### config.mk
export PLATFORM = sky130hd
export DESIGN_NAME = frame_buffer_writer
export DESIGN_NICKNAME = d
export VERILOG_FILES = /design/src/rtl/frame_buffer_writer.sv
export SDC_FILE = /design/constraint.sdc
export NUM_CORES = 1
export LEC_CHECK = 0
export CAP_MARGIN = 20
export CORE_ASPECT_RATIO = 1.75
export CORE_UTILIZATION = 35
export CTS_CLUSTER_DIAMETER = 40
export DETAILED_ROUTE_END_ITERATION = 7
export HOLD_SLACK_MARGIN = 0.15
export PLACE_DENSITY = 0.49
export SYNTH_ARGS = -nofsm -noshare
export SYNTH_HDL_FRONTEND = slang
export SYNTH_SLANG_ARGS = --single-unit
### constraint.sdc
create_clock -name clk -period 10.9 [get_ports clk]
set_input_delay 2.18 -clock clk [delete_from_list [all_inputs] [get_ports clk]]
set_output_delay 2.18 -clock clk [all_outputs]
set_load 0.005 [all_outputs]
### src/rtl/frame_buffer_writer.sv
// frame_buffer_writer
// Drains the 17-bit pixel/marker FWFT queue, tracks frame and row structure,
// collects pixels into BURST_WORDS-word bursts and writes them through a
// command/data burst interface into one of two frame buffers. The buffer that
// holds the most recent complete frame is published for the display side.
module frame_buffer_writer #(
    parameter int FRAME_WIDTH  = 480,
    parameter int FRAME_HEIGHT = 272,
    parameter int BURST_WORDS  = 16,
    parameter int ADDR_WIDTH   = 21,
    parameter int BASE_ADDR    = 0
) (
    input  logic                  clk,
    input  logic                  reset,
    input  logic                  queue_empty,
    input  logic [16:0]           queue_data,
    output logic                  queue_rd_en,
    output logic                  mem_cmd_valid,
    input  logic                  mem_cmd_ready,
    output logic [ADDR_WIDTH-1:0] mem_cmd_addr,
    output logic                  mem_data_valid,
    input  logic                  mem_data_ready,
    output logic [15:0]           mem_data,
    output logic                  frame_done,
    output logic                  write_buffer,
    output logic                  display_buffer,
    output logic                  frame_valid,
    output logic                  sync_error
);

    localparam int ROW_W = $clog2(FRAME_HEIGHT + 1);
    localparam int COL_W = $clog2(FRAME_WIDTH + 1);
    localparam int IDX_W = $clog2(BURST_WORDS);

    localparam logic [ADDR_WIDTH-1:0] BUF0_BASE = ADDR_WIDTH'(BASE_ADDR);
    localparam logic [ADDR_WIDTH-1:0] BUF1_BASE = ADDR_WIDTH'(BASE_ADDR + FRAME_WIDTH * FRAME_HEIGHT);
    localparam logic [ADDR_WIDTH-1:0] ROW_PITCH = ADDR_WIDTH'(FRAME_WIDTH);
    localparam logic [ROW_W-1:0]      ROWS      = ROW_W'(FRAME_HEIGHT);
    localparam logic [COL_W-1:0]      COLS      = COL_W'(FRAME_WIDTH);
    localparam logic [COL_W-1:0]      COL_STEP  = COL_W'(BURST_WORDS);
    localparam logic [IDX_W-1:0]      IDX_LAST  = IDX_W'(BURST_WORDS - 1);

    typedef enum logic [2:0] {
        ST_WAIT_FRAME = 3'd0,
        ST_WAIT_ROW   = 3'd1,
        ST_FILL       = 3'd2,
        ST_CMD        = 3'd3,
        ST_DATA       = 3'd4
    } state_t;

    state_t           state_q, state_d;
    logic [ROW_W-1:0] row_cnt_q, row_cnt_d;
    logic [COL_W-1:0] col_cnt_q, col_cnt_d;
    logic [IDX_W-1:0] fill_idx_q, fill_idx_d;
    logic [IDX_W-1:0] beat_idx_q, beat_idx_d;
    logic             write_buffer_q, write_buffer_d;
    logic             display_buffer_q, display_buffer_d;
    logic             frame_valid_q, frame_valid_d;
    logic             frame_done_q, frame_done_d;
    logic             sync_error_q, sync_error_d;
    logic             buf_we;
    logic [15:0]      burst_mem_q [BURST_WORDS];

    // Head-word classification; any marker that is neither frame start nor
    // row start behaves as a frame end.
    logic             is_pixel;
    logic             is_frame_start;
    logic             is_row_start;
    logic [COL_W-1:0] col_next;

    assign is_pixel       = ~queue_data[16];
    assign is_frame_start = (queue_data == 17'h1_0000);
    assign is_row_start   = (queue_data == 17'h1_0001);
    assign col_next       = col_cnt_q + COL_STEP;

    // Burst start address: buffer base plus row/column offset, modulo 2^ADDR_WIDTH.
    always_comb begin
        mem_cmd_addr = (write_buffer_q ? BUF1_BASE : BUF0_BASE)
                     + (ADDR_WIDTH'(row_cnt_q) * ROW_PITCH)
                     + ADDR_WIDTH'(col_cnt_q);
    end

    assign mem_cmd_valid  = (state_q == ST_CMD);
    assign mem_data_valid = (state_q == ST_DATA);
    assign mem_data       = burst_mem_q[beat_idx_q];
    assign frame_done     = frame_done_q;
    assign sync_error     = sync_error_q;
    assign write_buffer   = write_buffer_q;
    assign display_buffer = display_buffer_q;
    assign frame_valid    = frame_valid_q;

    // Next-state, counter and pop decisions for the stream parser / burst writer.
    always_comb begin
        state_d          = state_q;
        row_cnt_d        = row_cnt_q;
        col_cnt_d        = col_cnt_q;
        fill_idx_d       = fill_idx_q;
        beat_idx_d       = beat_idx_q;
        write_buffer_d   = write_buffer_q;
        display_buffer_d = display_buffer_q;
        frame_valid_d    = frame_valid_q;
        frame_done_d     = 1'b0;
        sync_error_d     = 1'b0;
        queue_rd_en      = 1'b0;
        buf_we           = 1'b0;

        case (state_q)
            ST_WAIT_FRAME: begin
                // Everything ahead of a frame start is silently discarded.
                queue_rd_en = ~queue_empty;
                if (!queue_empty && is_frame_start) begin
                    row_cnt_d = '0;
                    state_d   = ST_WAIT_ROW;
                end else begin
                    state_d = ST_WAIT_FRAME;
                end
            end

            ST_WAIT_ROW: begin
                queue_rd_en = ~queue_empty;
                if (queue_empty) begin
                    state_d = ST_WAIT_ROW;
                end else if (is_row_start) begin
                    if (row_cnt_q < ROWS) begin
                        col_cnt_d  = '0;
                        fill_idx_d = '0;
                        state_d    = ST_FILL;
                    end else begin
                        sync_error_d = 1'b1;
                        state_d      = ST_WAIT_FRAME;
                    end
                end else if (is_frame_start) begin
                    sync_error_d = 1'b1;
                    row_cnt_d    = '0;
                end else if (is_pixel) begin
                    sync_error_d = 1'b1;
                end else begin
                    // Frame end: only a frame with every row present is published.
                    if (row_cnt_q == ROWS) begin
                        frame_done_d     = 1'b1;
                        display_buffer_d = write_buffer_q;
                        write_buffer_d   = ~write_buffer_q;
                        frame_valid_d    = 1'b1;
                    end else begin
                        sync_error_d = 1'b1;
                    end
                    state_d = ST_WAIT_FRAME;
                end
            end

            ST_FILL: begin
                if (queue_empty) begin
                    state_d = ST_FILL;
                end else if (is_pixel) begin
                    queue_rd_en = 1'b1;
                    buf_we      = 1'b1;
                    if (fill_idx_q == IDX_LAST) begin
                        fill_idx_d = '0;
                        state_d    = ST_CMD;
                    end else begin
                        fill_idx_d = fill_idx_q + 1'b1;
                    end
                end else begin
                    // Marker inside a row: leave it queued so WAIT_ROW reparses it;
                    // a row start then rewrites the same row index from column 0.
                    sync_error_d = 1'b1;
                    fill_idx_d   = '0;
                    state_d      = ST_WAIT_ROW;
                end
            end

            ST_CMD: begin
                if (mem_cmd_ready) begin
                    beat_idx_d = '0;
                    state_d    = ST_DATA;
                end else begin
                    state_d = ST_CMD;
                end
            end

            ST_DATA: begin
                if (mem_data_ready) begin
                    if (beat_idx_q == IDX_LAST) begin
                        beat_idx_d = '0;
                        col_cnt_d  = col_next;
                        if (col_next == COLS) begin
                            row_cnt_d = row_cnt_q + 1'b1;
                            state_d   = ST_WAIT_ROW;
                        end else begin
                            fill_idx_d = '0;
                            state_d    = ST_FILL;
                        end
                    end else begin
                        beat_idx_d = beat_idx_q + 1'b1;
                    end
                end else begin
                    state_d = ST_DATA;
                end
            end

            default: begin
                state_d = ST_WAIT_FRAME;
            end
        endcase
    end

    // State, counters and published buffer flags with asynchronous reset.
    always_ff @(posedge clk or posedge reset) begin
        if (reset) begin
            state_q          <= ST_WAIT_FRAME;
            row_cnt_q        <= '0;
            col_cnt_q        <= '0;
            fill_idx_q       <= '0;
            beat_idx_q       <= '0;
            write_buffer_q   <= 1'b0;
            display_buffer_q <= 1'b0;
            frame_valid_q    <= 1'b0;
            frame_done_q     <= 1'b0;
            sync_error_q     <= 1'b0;
        end else begin
            state_q          <= state_d;
            row_cnt_q        <= row_cnt_d;
            col_cnt_q        <= col_cnt_d;
            fill_idx_q       <= fill_idx_d;
            beat_idx_q       <= beat_idx_d;
            write_buffer_q   <= write_buffer_d;
            display_buffer_q <= display_buffer_d;
            frame_valid_q    <= frame_valid_d;
            frame_done_q     <= frame_done_d;
            sync_error_q     <= sync_error_d;
        end
    end

    // Burst staging storage; contents are don't-care after reset.
    always_ff @(posedge clk) begin
        if (buf_we) begin
            burst_mem_q[fill_idx_q] <= queue_data[15:0];
        end
    end

endmodule

==> results of run 1 <==
-- registers in the layout (all words and copies together), names as in the netlist, 3 cells and up --
signal,count
row_cnt_q,9
fill_idx_q,4
burst_mem_q,256
col_cnt_q,5
beat_idx_q,4
state_q,3
-- kinds of logic after synthesis --
| group | synth area share |
|---|---|
| AOI/OAI and AO/OA | 0.0500 |
| xor gates and xnor gates | 0.0133 |
| adders and majority gates | 0.0701 |
| buffers and inverters | 0.0270 |
| DFF | 0.642 |
| muxes | 0.141 |
| other | 0.000285 |
| and+or+nand+nor | 0.0558 |
-- path summary, 6_finish.rpt --
check | endpoint | cells past startpoint
hold reg to reg | frame_valid | 1
min in group asynchronous | fill_idx_q[0] | 3
hold / removal | frame_valid | 1
setup / recovery | mem_cmd_addr[16] | 17
max in group asynchronous | beat_idx_q[0] | 3
setup reg to reg | burst_mem_q[5][13] | 6
-- final cells by class --
class	instances	share of cell area
clock inverters	24	0.0209
clock buffers	30	0.0475
well taps	475	0.0387
flip-flops and latches	286	0.550
repair buffers	81	0.0493
multi-input cells	404	0.284
inverters	40	0.00977
-- cells in the mapped netlist, types with 3 or more instances --
| cell | instances | area [um^2] |
|---|---|---|
| fa_1 | 16 | 320 |
| clkbuf_1 | 9 | 33.8 |
| buf_1 | 3 | 11.3 |
| mux2i_1 | 4 | 40.0 |
| nand2b_1 | 7 | 43.8 |
| a31oi_1 | 11 | 68.8 |
| nand3_1 | 13 | 65.1 |
| buf_4 | 7 | 52.6 |
| nor2_1 | 28 | 105 |
| inv_1 | 39 | 146 |
| and2_1 | 14 | 87.6 |
| and3_1 | 15 | 93.8 |
| nor4_1 | 4 | 25.0 |
| xor2_1 | 5 | 43.8 |
| ha_1 | 48 | 601 |
| buf_2 | 9 | 45.0 |
| o21ai_1 | 5 | 25.0 |
| a211oi_1 | 3 | 22.5 |
| o21ai_0 | 24 | 120 |
| nor4_2 | 4 | 50.1 |
| nor3_1 | 9 | 45.0 |
| a21oi_1 | 18 | 90.1 |
| o211a_1 | 3 | 30.0 |
| or3_1 | 4 | 25.0 |
| nand2_1 | 16 | 60.1 |
| mux4_2 | 80 | 1800 |
| a21o_1 | 7 | 52.6 |
| xnor2_1 | 15 | 131 |
| o21a_1 | 5 | 37.5 |
| edfxtp_1 | 256 | 7690 |
| buf_6 | 5 | 56.3 |
| dfrtp_1 | 30 | 751 |
-- critical path: stages (launching register included) --
cell             delay, ns
dfrtp_1               0.55
inv_1                 0.14
fa_1                  0.50
fa_1                  0.52
inv_1                 0.04
ha_1                  0.33
a211oi_1              0.32
nor2_1                0.11
o21a_1                0.17
nor2_1                0.11
xnor2_1               0.14
ha_1                  0.30
a21oi_1               0.13
o21ai_0               0.11
or3_1                 0.36
o21ai_0               0.23
xnor2_1               0.15
clkdlybuf4s50_1       0.53
-- metrics by stage --
step | hold WS (ns) | worst slack (ns)
3_3_place_gp | 0.461 | 4.06
5_1_grt | 0.523 | 3.06
4_1_cts | 0.481 | 3.36
6_report | 0.477 | 3.41
2_1_floorplan | 0.465 | 4.83
3_5_place_dp | 0.453 | 4.00
-- report_power, final --
part / internal, mW / switching, mW / leakage, nW / total [mW]
logic: 0.229 / 0.205 / 2.20 / 0.434
registers: 1.21 / 0.0401 / 2.71 / 1.25
clock network: 0.624 / 0.459 / 0.518 / 1.08
-- per-layer routing --
| layer | wire length, um | vias up | global-route usage |
|---|---|---|---|
| met5 | 0 | - | 0 |
| met4 | 768 | 0 | 0.0553 |
| met3 | 939 | 36 | 0.0194 |
| met2 | 17100 | 142 | 0.307 |
| met1 | 12000 | 3784 | 0.196 |
| li1 | - | 3160 | - |
==> run metrics, run 1 <==
status=complete, no violations; synthesis-to-layout area growth=17.0%; relative slew slack=0.443; register area share after synthesis=0.642; Starting Density=0.356; Crit Path Category=reg2out; Worst Max-Slew Pin Slew=0.835 ns; fillers=3292; Startpoint Class=flop; cts repair resizes=0; post-DR vias/cell=5.31; Pleak=5.43 nW; TritonCTS Buffers=29; start point of the critical path=row_cnt_q[2]; R2R setup slack=7.98 ns; sum of negative setup slack=0 ns; io pins=67; Unique masters post-synth=66; async set or reset register ratio after synthesis=0.105; CTS Sinks=286; Reg area=0.00844 mm^2; wire per inst=23.0 um; Post-Route Utilization=0.417; worst hold-check path type=reg2reg; number of synthesized flops with an enable pin=256; Nets=928; gpl congestion=0.781; worst vdd ir=0.0985 mV; vias in the first global route=7609; total track usage=0.166; drt first pass iters=4; ys flop type=edfxtp_1; DR iter-0 viols=416; Placed Cells=1286; Synth Warn #=0; Finished Layout Cells=1340; Antenna Cells=0; hold wc startpoint=frame_valid; placed cell areas=0.0143 mm^2; Post-Syn Area=0.0131 mm^2; Routed WL=30800 um; Worst Path Max Fanout=8; largest net degree at the start of global routing=38; Yosys reg bits=286; hpwl dp=19700 um; first-pass GRT wire length=46800 um; Chip Height=258 um; area of the multi-input gates=0.00437 mm^2; RSZ-0062 raised after global routing=no; share of layout cells above drive strength 1=0.202; H-Tree Depth=1; most common cell after layout, fill and taps aside=edfxtp_1; Tot Pwr=2.76 mW; Core Area=0.0369 mm^2; die area=0.0383 mm^2; cell count after synthesis=759; # DRC=0; max_cap viols=0; register clock-pin slew on the reported worst setup and hold paths=0.07 ns; Final Hold Viols=0; gr ovfl total=0; commonest non-fill, non-tap cells in the layout=256 x edfxtp_1, 80 x mux4_2, 60 x clkdlybuf4s50_1; Worst Clk Skew=0.0180 ns; DR vias=7122; post-route minimum period=7.49 ns; Finished Cell Area=0.0154 mm^2; Clk Latency, worst-skew pair=0.58 ns; Final ANT Viol Nets=0; final setup vio count=0; antenna violations before repair=0; Critical Path RT=8.72 ns; Post-CTS Setup Inserts=0; CTS tree=done; part of the cycle the worst path needs=0.687; Max Freq=0.134 GHz; max-slew violations=0; CP arrival=5.31 ns; RR Startpoint=state_q[2]; clock root buffer=clkbuf_16; Site Rows=93; maximum root-to-sink buffer count=3; hold-fix buffers at CTS=0; die span in x=148 um; I/O Buffers=60; Avg Cell Area, Syn=17.3 um^2; Crit. End Element=primary output; Pwr Density=180 mW/mm^2
(Power assumes the default switching activity.)
==> inputs of run 2 (changes only) <==
==> constraint.sdc (replaced) <==
create_clock -name clk -period 7.8 [get_ports clk]
set_input_delay 1.56 -clock clk [delete_from_list [all_inputs] [get_ports clk]]
set_output_delay 1.56 -clock clk [all_outputs]
set_load 0.005 [all_outputs]
==> run 2 against run 1 <==
Net effect:
- sequential share of layout area is 0.22 points higher
- sequential cell count unchanged
- non-clock buffer count stayed put
- global-route usage decreased by 0.14 points
- critical endpoint unchanged
- first-iteration DRC count decreased by 7.0%
- clock power increased by 33%
- count of clock-buffer cells in the layout rose by 2
- via count down 0.60%
- core utilization shrank 0.17 points
- cell area down 0.41%
- critical path type unchanged
- routed wire length down 0.78%
==> run metrics, run 2 (synthesis results as in run 1) <==
status=complete, no violations; die area=0.0383 mm^2; placed cell areas=0.0143 mm^2; Chip Height=258 um; Nets=928; hpwl dp=19700 um; crit path to=mem_cmd_addr[16]; R2R setup slack=4.86 ns; Internal Power=2.84 mW; TritonCTS Buffers=29; part of the cycle the worst path needs=0.875; Site Rows=93; sw power=950 uW; Clk Latency, worst-skew pair=0.54 ns; Placed Cells=1286; RR Startpoint=state_q[1]; share of layout cells above drive strength 1=0.197; Worst Path Max Fanout=8; Worst R2R Path Depth=6; Max Freq=0.147 GHz; Final ANT Viol Nets=0; power share of the sequential group=0.460; DR vias=7079; register clock-pin slew on the reported worst setup and hold paths=0.06 ns; synthesis-to-layout area growth=16.5%; sw frac=0.251; total track usage=0.164; largest net degree at the start of global routing=38; start point of the critical path=row_cnt_q[2]; hold-fix buffers at CTS=0; Core Area=0.0369 mm^2; sum of negative setup slack=0 ns; die span in x=148 um; Pleak=5.39 nW; fillers=3293; hold slack final=0.477 ns; Routed WL=30500 um; Worst Max-Slew Pin Slew=0.854 ns; Crit Path Category=reg2out; H-Tree Depth=1; Cells on Worst Hold Path=1; post-route setup slack=0.977 ns; max reg flops=256; gr ovfl total=0; commonest non-fill, non-tap cells in the layout=256 x edfxtp_1, 80 x mux4_2, 60 x clkdlybuf4s50_1; antenna violations before repair=0; most common cell after layout, fill and taps aside=edfxtp_1; Pwr Density=247 mW/mm^2; I/O Buffers=60; maximum root-to-sink buffer count=3; pre-CTS setup slack=1.52 ns; Largest Register=burst_mem_q; Worst Clk Skew=0.0131 ns; drt first pass iters=4; max-slew violations=0; CTS Sinks=286; relative slew slack=0.431; gpl congestion=0.781; Comb pwr share=0.160; Antenna Cells=0; cts repair resizes=0; CTS tree=done; vias in the first global route=7624; Worst R2R End=burst_mem_q[5][8]; Startpoint Class=flop; Starting Density=0.356; CP arrival=5.26 ns; area of the multi-input gates=0.00437 mm^2; largest registers=burst_mem_q: 256 flops, row_cnt_q: 9 flops, col_cnt_q: 5 flops; max_cap viols=0; Reg area=0.00844 mm^2; # DRC=0; first-pass GRT wire length=46600 um; Post-CTS Setup Inserts=0; DR iter-0 viols=387; RSZ-0062 raised after global routing=no; Critical Path RT=6.24 ns; Crit. End Element=primary output; worst hold-check path type=reg2reg; post-route minimum period=6.82 ns; clock share of power=0.380; Finished Layout Cells=1338; Final Hold Viols=0; worst vdd ir=0.120 mV; final setup vio count=0; Finished Cell Area=0.0153 mm^2; io pins=67; clock root buffer=clkbuf_16; post-DR vias/cell=5.29; wire per inst=22.8 um
[run 2: how the worst min path moves through the flow]
stage	slack, ns	startpoint	end
floorplan	0.46	frame_valid	frame_valid
global placement	0.46	frame_valid	frame_valid
detailed placement	0.45	frame_valid	frame_valid
CTS	0.48	frame_valid	frame_valid
global route	0.52	frame_valid	frame_valid
finish	0.48	frame_valid	frame_valid
[run 2: stage by stage]
| step | power [mW] | util |
|---|---|---|
| finish | 3.78 | 0.415 |
| global route | 3.94 | 0.415 |
| CTS | 3.83 | 0.415 |
| detailed placement | 2.39 | 0.388 |
| global placement | 2.38 | 0.388 |
| floorplan | 2.23 | - |
[run 2: power groups by stage]
stage          Sequential [mW]  Clock, mW  Combinational, mW
2_1_floorplan             1.74          0              0.486
3_3_place_gp              1.77          0              0.608
3_5_place_dp              1.78          0              0.614
4_1_cts                   1.74       1.47              0.618
5_1_grt                   1.75       1.52              0.671
6_report                  1.74       1.44              0.606
[run 2: critical path, cell delays in order (launching register included)]
cell and delay (ns):
dfrtp_1 0.55, inv_1 0.14, fa_1 0.50, fa_1 0.52, inv_1 0.04, ha_1 0.33
a211oi_1 0.31, nor2_1 0.11, o21a_1 0.17, nor2_1 0.11, xnor2_1 0.14, ha_1 0.30
a21oi_1 0.13, o21ai_0 0.11, or3_1 0.37, o21ai_0 0.23, xnor2_1 0.16, clkdlybuf4s50_1 0.52
[run 2: layout make-up]
type / instances / share of cell area
Inverter: 40 / 0.00981
Clock buffer: 32 / 0.0482
Timing Repair Buffer: 81 / 0.0496
Sequential cell: 286 / 0.552
Multi-Input combinational cell: 404 / 0.285
Clock inverter: 20 / 0.0164
Tap cell: 475 / 0.0388
[run 2: routing by layer]
metal / share of wire / GRT usage / up-vias
li1: - / - / 3157
met3: 0.029 / 0.0162 / 42
met2: 0.56 / 0.308 / 150
met5: 0 / 0 / -
met4: 0.022 / 0.0493 / 0
met1: 0.39 / 0.195 / 3730
